### src/rtl/alu_share_arbiter.sv
// alu_share_arbiter
// Time-shares one combinational ALU between the integer EX stage (port 0)
// and the multi-cycle FP/convert unit (port 1). Port 0 wins by default.
// A starvation counter moves port 1 to the front once it has been blocked
// for MAX_WAIT cycles. Each port has a one-entry registered response slot
// with a valid/ready handshake.
module alu_share_arbiter #(
  parameter int WIDTH    = 32,
  parameter int MAX_WAIT = 4,
  parameter int CNT_W    = 3
) (
  input  logic             clk,
  input  logic             reset,
  // port 0 request (integer EX stage)
  input  logic             req0_valid,
  input  logic [4:0]       req0_op,
  input  logic [WIDTH-1:0] req0_a,
  input  logic [WIDTH-1:0] req0_b,
  output logic             req0_ready,
  // port 1 request (FP / convert unit)
  input  logic             req1_valid,
  input  logic [4:0]       req1_op,
  input  logic [WIDTH-1:0] req1_a,
  input  logic [WIDTH-1:0] req1_b,
  output logic             req1_ready,
  // port 0 response
  output logic             rsp0_valid,
  output logic [WIDTH-1:0] rsp0_result,
  output logic             rsp0_set,
  output logic             rsp0_zero,
  input  logic             rsp0_ready,
  // port 1 response
  output logic             rsp1_valid,
  output logic [WIDTH-1:0] rsp1_result,
  output logic             rsp1_set,
  output logic             rsp1_zero,
  input  logic             rsp1_ready,
  // shared ALU
  output logic [WIDTH-1:0] alu_a,
  output logic [WIDTH-1:0] alu_b,
  output logic [4:0]       alu_op,
  input  logic [WIDTH-1:0] alu_result,
  input  logic             alu_set,
  input  logic             alu_zero
);

  typedef enum logic {
    NORMAL = 1'b0,
    STARVE = 1'b1
  } state_t;

  localparam logic [CNT_W-1:0] MAX_CNT = CNT_W'(MAX_WAIT);
  localparam logic [4:0]       OP_AND  = 5'b00000;

  state_t             state_q;
  logic [CNT_W-1:0]   starve_cnt_q;
  logic [CNT_W-1:0]   cnt_inc;

  logic [1:0]         req_valid;
  logic [1:0]         rsp_ready;
  logic [1:0]         slot_free;
  logic [1:0]         eligible;
  logic [1:0]         grant;

  logic [1:0]         rsp_valid_q;
  logic [1:0]         rsp_set_q;
  logic [1:0]         rsp_zero_q;
  logic [WIDTH-1:0]   rsp_result_q [2];

  assign req_valid = {req1_valid, req0_valid};
  assign rsp_ready = {rsp1_ready, rsp0_ready};

  // A slot can accept a new result when empty or being drained this cycle.
  // Grants are suppressed while reset is high so no transfer is lost.
  generate
    for (genvar gi = 0; gi < 2; gi++) begin : g_port
      assign slot_free[gi] = !rsp_valid_q[gi] || rsp_ready[gi];
      assign eligible[gi]  = req_valid[gi] && slot_free[gi] && !reset;
    end
  endgenerate

  // Priority select: port 0 first normally, port 1 first while starving.
  always_comb begin
    grant = 2'b00;
    if (state_q == STARVE) begin
      if (eligible[1])      grant[1] = 1'b1;
      else if (eligible[0]) grant[0] = 1'b1;
    end else begin
      if (eligible[0])      grant[0] = 1'b1;
      else if (eligible[1]) grant[1] = 1'b1;
    end
  end

  assign req0_ready = grant[0];
  assign req1_ready = grant[1];

  // Drive the ALU from the granted port; idle inputs give a fixed AND of zeros.
  always_comb begin
    alu_a  = '0;
    alu_b  = '0;
    alu_op = OP_AND;
    if (grant[0]) begin
      alu_a  = req0_a;
      alu_b  = req0_b;
      alu_op = req0_op;
    end else if (grant[1]) begin
      alu_a  = req1_a;
      alu_b  = req1_b;
      alu_op = req1_op;
    end
  end

  // Saturating increment of the blocked-cycle count.
  assign cnt_inc = (starve_cnt_q == MAX_CNT) ? starve_cnt_q : starve_cnt_q + 1'b1;

  // Starvation FSM. Entering STARVE as the count reaches MAX_WAIT means port 1
  // wins on the cycle right after its MAX_WAIT-th blocked cycle.
  always_ff @(posedge clk) begin
    if (reset) begin
      state_q      <= NORMAL;
      starve_cnt_q <= '0;
    end else begin
      case (state_q)
        NORMAL: begin
          if (grant[1]) begin
            starve_cnt_q <= '0;
          end else if (req1_valid) begin
            starve_cnt_q <= cnt_inc;
            if (cnt_inc == MAX_CNT) state_q <= STARVE;
          end
        end
        STARVE: begin
          if (grant[1] || !req1_valid) begin
            state_q      <= NORMAL;
            starve_cnt_q <= '0;
          end else begin
            starve_cnt_q <= cnt_inc;
          end
        end
        default: begin
          state_q      <= NORMAL;
          starve_cnt_q <= '0;
        end
      endcase
    end
  end

  // Response slots: capture the ALU outputs at the end of a grant cycle,
  // empty on consumer accept without refill, otherwise hold.
  always_ff @(posedge clk) begin
    if (reset) begin
      rsp_valid_q <= '0;
      rsp_set_q   <= '0;
      rsp_zero_q  <= '0;
      for (int i = 0; i < 2; i++) rsp_result_q[i] <= '0;
    end else begin
      for (int i = 0; i < 2; i++) begin
        if (grant[i]) begin
          rsp_valid_q[i]  <= 1'b1;
          rsp_result_q[i] <= alu_result;
          rsp_set_q[i]    <= alu_set;
          rsp_zero_q[i]   <= alu_zero;
        end else if (rsp_ready[i]) begin
          rsp_valid_q[i]  <= 1'b0;
        end
      end
    end
  end

  assign rsp0_valid  = rsp_valid_q[0];
  assign rsp0_result = rsp_result_q[0];
  assign rsp0_set    = rsp_set_q[0];
  assign rsp0_zero   = rsp_zero_q[0];
  assign rsp1_valid  = rsp_valid_q[1];
  assign rsp1_result = rsp_result_q[1];
  assign rsp1_set    = rsp_set_q[1];
  assign rsp1_zero   = rsp_zero_q[1];

endmodule

### config.mk
export PLATFORM = sky130hd
export DESIGN_NAME = alu_share_arbiter
export DESIGN_NICKNAME = d
export VERILOG_FILES = /design/src/rtl/alu_share_arbiter.sv
export SDC_FILE = /design/constraint.sdc
export NUM_CORES = 1
export LEC_CHECK = 0
export ABC_AREA = 0
export BUFFER_PORTS_ARGS = -buffer_cell sky130_fd_sc_hd__clkbuf_2
export CORE_AREA = 2 2 123 125
export DETAILED_ROUTE_END_ITERATION = 8
export DIE_AREA = 0 0 125 127
export PLACE_DENSITY = 0.62
export RECOVER_POWER = 25
export SETUP_SLACK_MARGIN = 0.1
export SLEW_MARGIN = 0
export SYNTH_ARGS = -nofsm -noshare
export SYNTH_HDL_FRONTEND = slang
export SYNTH_SLANG_ARGS = --single-unit
### constraint.sdc
create_clock -name clk -period 3.3 [get_ports clk]
set_input_delay 0.33 -clock clk [delete_from_list [all_inputs] [get_ports clk]]
set_output_delay 0.33 -clock clk [all_outputs]
set_load 0.01 [all_outputs]
* Word-level counts from Yosys, hierarchy flattened
Memories as Yosys holds them, arrays and structs flattened.
Index checks and enable logic that the tools add are counted.
** Operators by class
- Add/subtract/negate cells :: 1
- $mul :: 0
- Div/mod/pow operators :: 0
- Magnitude comparators :: 0
- Equality and inequality tests :: 3
- Shifts and indexed selects :: 0
- Multiplexer cells :: 35
- Bitwise gates (word level) :: 3
- Reduce and logical (&&, ||, !) cells :: 13
** Operators with widths (count)
- 32-bit two-way mux :: 6
- 1-bit two-way mux :: 20
- 3-bit two-way mux :: 4
- 5-bit two-way mux :: 2
- 3-bit equality test, second input constant :: 2
- 3-bit case mux with 2 select lines :: 1
- 1-bit logical AND :: 4
- 1-bit logical NOT :: 4
- 2-bit nonzero test :: 2
- 3-bit by 1-bit adder with 3-bit output, second input constant :: 1
- 1-bit logical OR :: 3
- 3-bit != test, second input constant :: 1
- 2-bit two-way mux :: 1
- 1-bit bitwise OR :: 2
- 1-bit case mux with 2 select lines :: 1
- 1-bit inverter :: 1
** Storage, ports and cells
- Flip-flop bits (word level) :: 10
- Latch bits :: 0
- Bits in writable memories :: 64
- Bits in read-only memories :: 0
- Input bits :: 178
- Memories kept :: 1
** Memories
- rsp_result_q :: depth 2, width 32, read ports 2, clocked after memory_dff 0, write ports 2, line 68 : logic [WIDTH-1:0] rsp_result_q [2];

* Depth between registers and ports, before layout
- Word-level depth :: 11
- Gate-level depth with buffers :: 7

* Worst setup path after synthesis
OpenSTA, ideal clock, no wires.
- Path type :: input to register
- From :: input port rsp0_ready
- To :: memory rsp_result_q[1][0] (netlist: rsp_result_q[0][32]) (enable)
- Arrival :: 2.980 ns
- Required time :: 2.834 ns
- Slack :: -0.146 ns
- Cell stages on the path :: 4
- Path buffers :: 0
- Path through :: nand2b_1 nand2_1 o21ai_0 o21ai_0
** RTL lines
- from (decl) :: line 31 : input logic rsp0_ready,
- to (decl) :: line 68

* Worst setup path in the final report
- From :: register rsp_valid_q[1]
- To :: output port alu_a[5]
** Between the ends
- Cells in the longest elaborated chain, start to end :: 9
** RTL lines
- from (decl) :: line 65 : logic [1:0] rsp_valid_q;
- from (signal assigned) :: line 152 : rsp_valid_q <= '0;
- from (signal, indexed assignment) :: line 159 : rsp_valid_q[i] <= 1'b1;
- from (signal, indexed assignment) :: line 164 : rsp_valid_q[i] <= 1'b0;
- 1-bit logical NOT (*) :: line 77 : assign slot_free[gi] = !rsp_valid_q[gi] || rsp_ready[gi];
- 1-bit logical OR (*) :: line 77
- 1-bit logical AND (*) (2 in a row) :: line 78 : assign eligible[gi] = req_valid[gi] && slot_free[gi] && !reset;
- 1-bit two-way mux :: line 86, 90
- 1-bit two-way mux :: line 89 : if (eligible[0]) grant[0] = 1'b1;
- 2-bit two-way mux (*) :: line 85 : if (state_q == STARVE) begin
- 32-bit two-way mux :: line 106 : end else if (grant[1]) begin
- 32-bit two-way mux (*) :: line 102 : if (grant[0]) begin
- to (decl) :: line 39 : output logic [WIDTH-1:0] alu_a,
Mark *: on every way between the ends. The rest lies on a longest branch, timed or not.

==> qor.yml <==
run_status:
  status: "complete, no violations"
cells_and_area:
  final_nets: 873
  finalInstanceArea_um2: 5590
  fin_cells: 882
  area_growth_pct: 53.5
  antenna_cells: 0
  final_layout_size_suffix_gt1_share_pct: 39.8
clock_network:
  cts_tree: "built"
  path_clk_slew_ns: 0.06
  cts_root_buffer: "clkbuf_16"
  cts_buffers: 9
  cts_setup_buffers: 0
  h-tree-depth: 3
  clk_path_buf_depth: 2
  cts.sinks: 74
  cts.hold.buffers_added: 0
  cts_resized: 0
  clk-insertion-delay-late_ns: 0.33
sta:
  setup-tns-final_ns: 0
  fin_crit_ns: 2.76
  finalSetupViolations: 0
  finalCritPeriodShare_pct: 83.8
  rsz0062_at_grt: "no"
  skew_ns: 0.00725
  slew_headroom_pct: 43.6
  final-hold-violation-count: 0
  worst_pin_slew_ns: 0.846
  finalMaxSlewViolations: 0
  timing.fmax_mhz: 362
  fin_ws_ns: 0.536
placed_design:
  dp_cells: 866
  numPortBuffers: 318
  place_ws_ns: 0.982
  placedInstanceArea_um2: 5380
  routabilityCongestion: 0.929
  dp_hpwl_mm: 11.2
synthesis:
  synth_enable_flop_cells: 64
  avgSynthCellArea_um2: 9.43
  ys_types: 33
  synth.area.top_cells: "edfxtp_1 53%, nand2_1 15%, o21ai_0 9.8%"
  yosys.area.top_type: "edfxtp_1"
  async_flop_share_pct: 0
  synth_flop_cell: "edfxtp_1"
  syn_area_um2: 3640
  synth.net_count: 566
  ys_seq_elements: 74
  synthTopCellsByCount: "144 x nand2_1, 71 x o21ai_0, 64 x edfxtp_1, 32 x and2_1, 15 x clkbuf_1"
  synth_top_area_share_pct: 52.8
  synth.most_common_cell: "nand2_1"
  ys_seq_area_share_pct: 58.3
  yosysWarnings: 0
  synth_cells: 386
worst_setup_path:
  reg2reg_from: "rsp_valid_q[1]$_SDFFE_PP0P_"
  crit_slowest_cell: "nor2b_1"
  endpoint_kind: "output pin"
  regToRegEndpoint: "rsp_result_q[0][33]$_DFFE_PP_"
  worstSetupPathType: "reg -> out"
  crit_chain: "nor2b_1 -> o2111a_2 -> buf_12 -> nand2_1 -> o21ai_0 -> clkbuf_2"
  required_ns: 2.97
  r2r_slack_ns: 0.93
  reg2reg_depth: 5
  crit_buf_inv: 2
  start_kind: "flop"
  cpPeakStageDelay_ns: 0.51
  worstPathArrival_ns: 2.43
  crit_family: "simple AND/OR/NAND/NOR gates"
  path_max_fanout: 141
drt:
  drc_errors: 0
  drtAntennaViolNets: 0
  finalWirelength_mm: 14.1
  first_pass_iters: 4
  via_count: 3922
  vias_per_cell: 4.45
  first_iter_violations: 187
  wire_per_inst_um: 16.0
power:
  vdd_drop_max_v: 0.000208
  combinationalPowerShare_pct: 18.9
  p_sw_mw: 0.694
  power_mw: 2.59
  powerDensity_nw_per_um2: 464
  switching_share_pct: 26.8
  p_seq_share_pct: 43.9
  static-leakage-power_nw: 2.54
  clkPwrFrac_pct: 37.2
  p_int_mw: 1.90
die:
  coreArea_um2: 14400
  rows: 44
  initial_core_util_pct: 25.2
  dieArea_um2: 15900
  ios: 319
  die_height_um: 127
  die_x_um: 125
hold_path:
  holdPathStages: 2
  hold_end: "rsp_zero_q[1]$_SDFFE_PP0P_"
  hold_class: "in -> reg"
  min-delay-start: "alu_zero"
global_routing:
  grt_pass1_wl_mm: 20.4
  grt_antenna_before_repair: 0
  grt_max_degree: 142
  grt_usage_pct: 16.7
  global_route.overflow_total: 0
  grt_pass1_vias: 3804
flow_run:
  drv_cap: 0
==> state kept, by name, indices dropped and copies added (netlist names) <==
name	cells
rsp_set_q	2
rsp_zero_q	2
starve_cnt_q	3
state_q	1
rsp_valid_q	2
rsp_result_q	64
==> power by group through the flow <==
stage / clock network [mW] / registers (mW) / logic, mW
after floorplan: 0 / 1.20 / 0.192
after global placement: 0 / 1.16 / 0.511
after detailed placement: 0 / 1.16 / 0.510
after CTS: 0.990 / 1.14 / 0.514
after global routing: 1.02 / 1.14 / 0.543
final: 0.966 / 1.14 / 0.490
==> cell families after synthesis <==
kind of cell,count (synthesis),synth area share (%)
AOI/OAI and AO/OA,81,12.2
adders and majority gates,2,0.687
buffers and inverters,30,4.23
DFF,74,58.3
muxes,4,1.17
and+or+nand+nor,195,23.5
==> worst max path at each step <==
| stage | from | to | slack (ns) | depth (start not counted) |
|---|---|---|---|---|
| finish | rsp_valid_q[1]$_SDFFE_PP0P_ | alu_a[5] | 0.54 | 6 |
| detailed placement | reset | alu_a[8] | 0.98 | 7 |
| floorplan | rsp0_ready | rsp_result_q[0][32]$_DFFE_PP_ | 0.72 | 4 |
| global route | rsp_valid_q[1]$_SDFFE_PP0P_ | alu_a[5] | 0.31 | 6 |
| global placement | reset | alu_a[8] | 0.97 | 7 |
| CTS | rsp_valid_q[1]$_SDFFE_PP0P_ | alu_b[5] | 0.71 | 6 |
==> per-stage QoR <==
| stage | hold WS, ns | utilization (%) |
|---|---|---|
| floorplan | 0.468 | - |
| global placement | 0.476 | 37.3 |
| detailed placement | 0.475 | 37.3 |
| CTS | 0.243 | 39.4 |
| global route | 0.251 | 38.8 |
| finish | 0.254 | 38.8 |
==> layer usage <==
layer  track usage (%)  share of wire (%)  vias to the layer above
li1                  -                  -                     1924
met1              19.5                 39                     1734
met2              28.4                 48                      234
met3              5.28                9.6                       30
met4              7.52                3.4                        0
met5                 0                  0                        -
==> cells in the final DEF (no fill, tap or decap), types with 2 or more instances in the layout <==
cell       instances
mux2i_1            2
clkinv_2           2
clkbuf_1          69
a21oi_1            2
nor2_1             6
inv_1              4
clkbuf_2         250
nand2_1          144
mux2_2             2
ha_1               2
nor2b_1            3
clkinv_4           2
dfxtp_1           10
nand3_1            2
buf_4              3
clkbuf_16          9
and2_1            32
o21ai_0           70
edfxtp_1          64
nand2b_1           2
==> final cells by class <==
cell class                      count  area, um^2
Sequential cell                    74        2120
Clock buffer                       10         229
Tap cell                          184         230
Inverter                            4        15.0
Fill cell                        1559        8830
Timing Repair Buffer              322        1550
Multi-Input combinational cell    282        1380
Clock inverter                      6        66.3
Note: power is estimated with default switching activity, not from simulation.
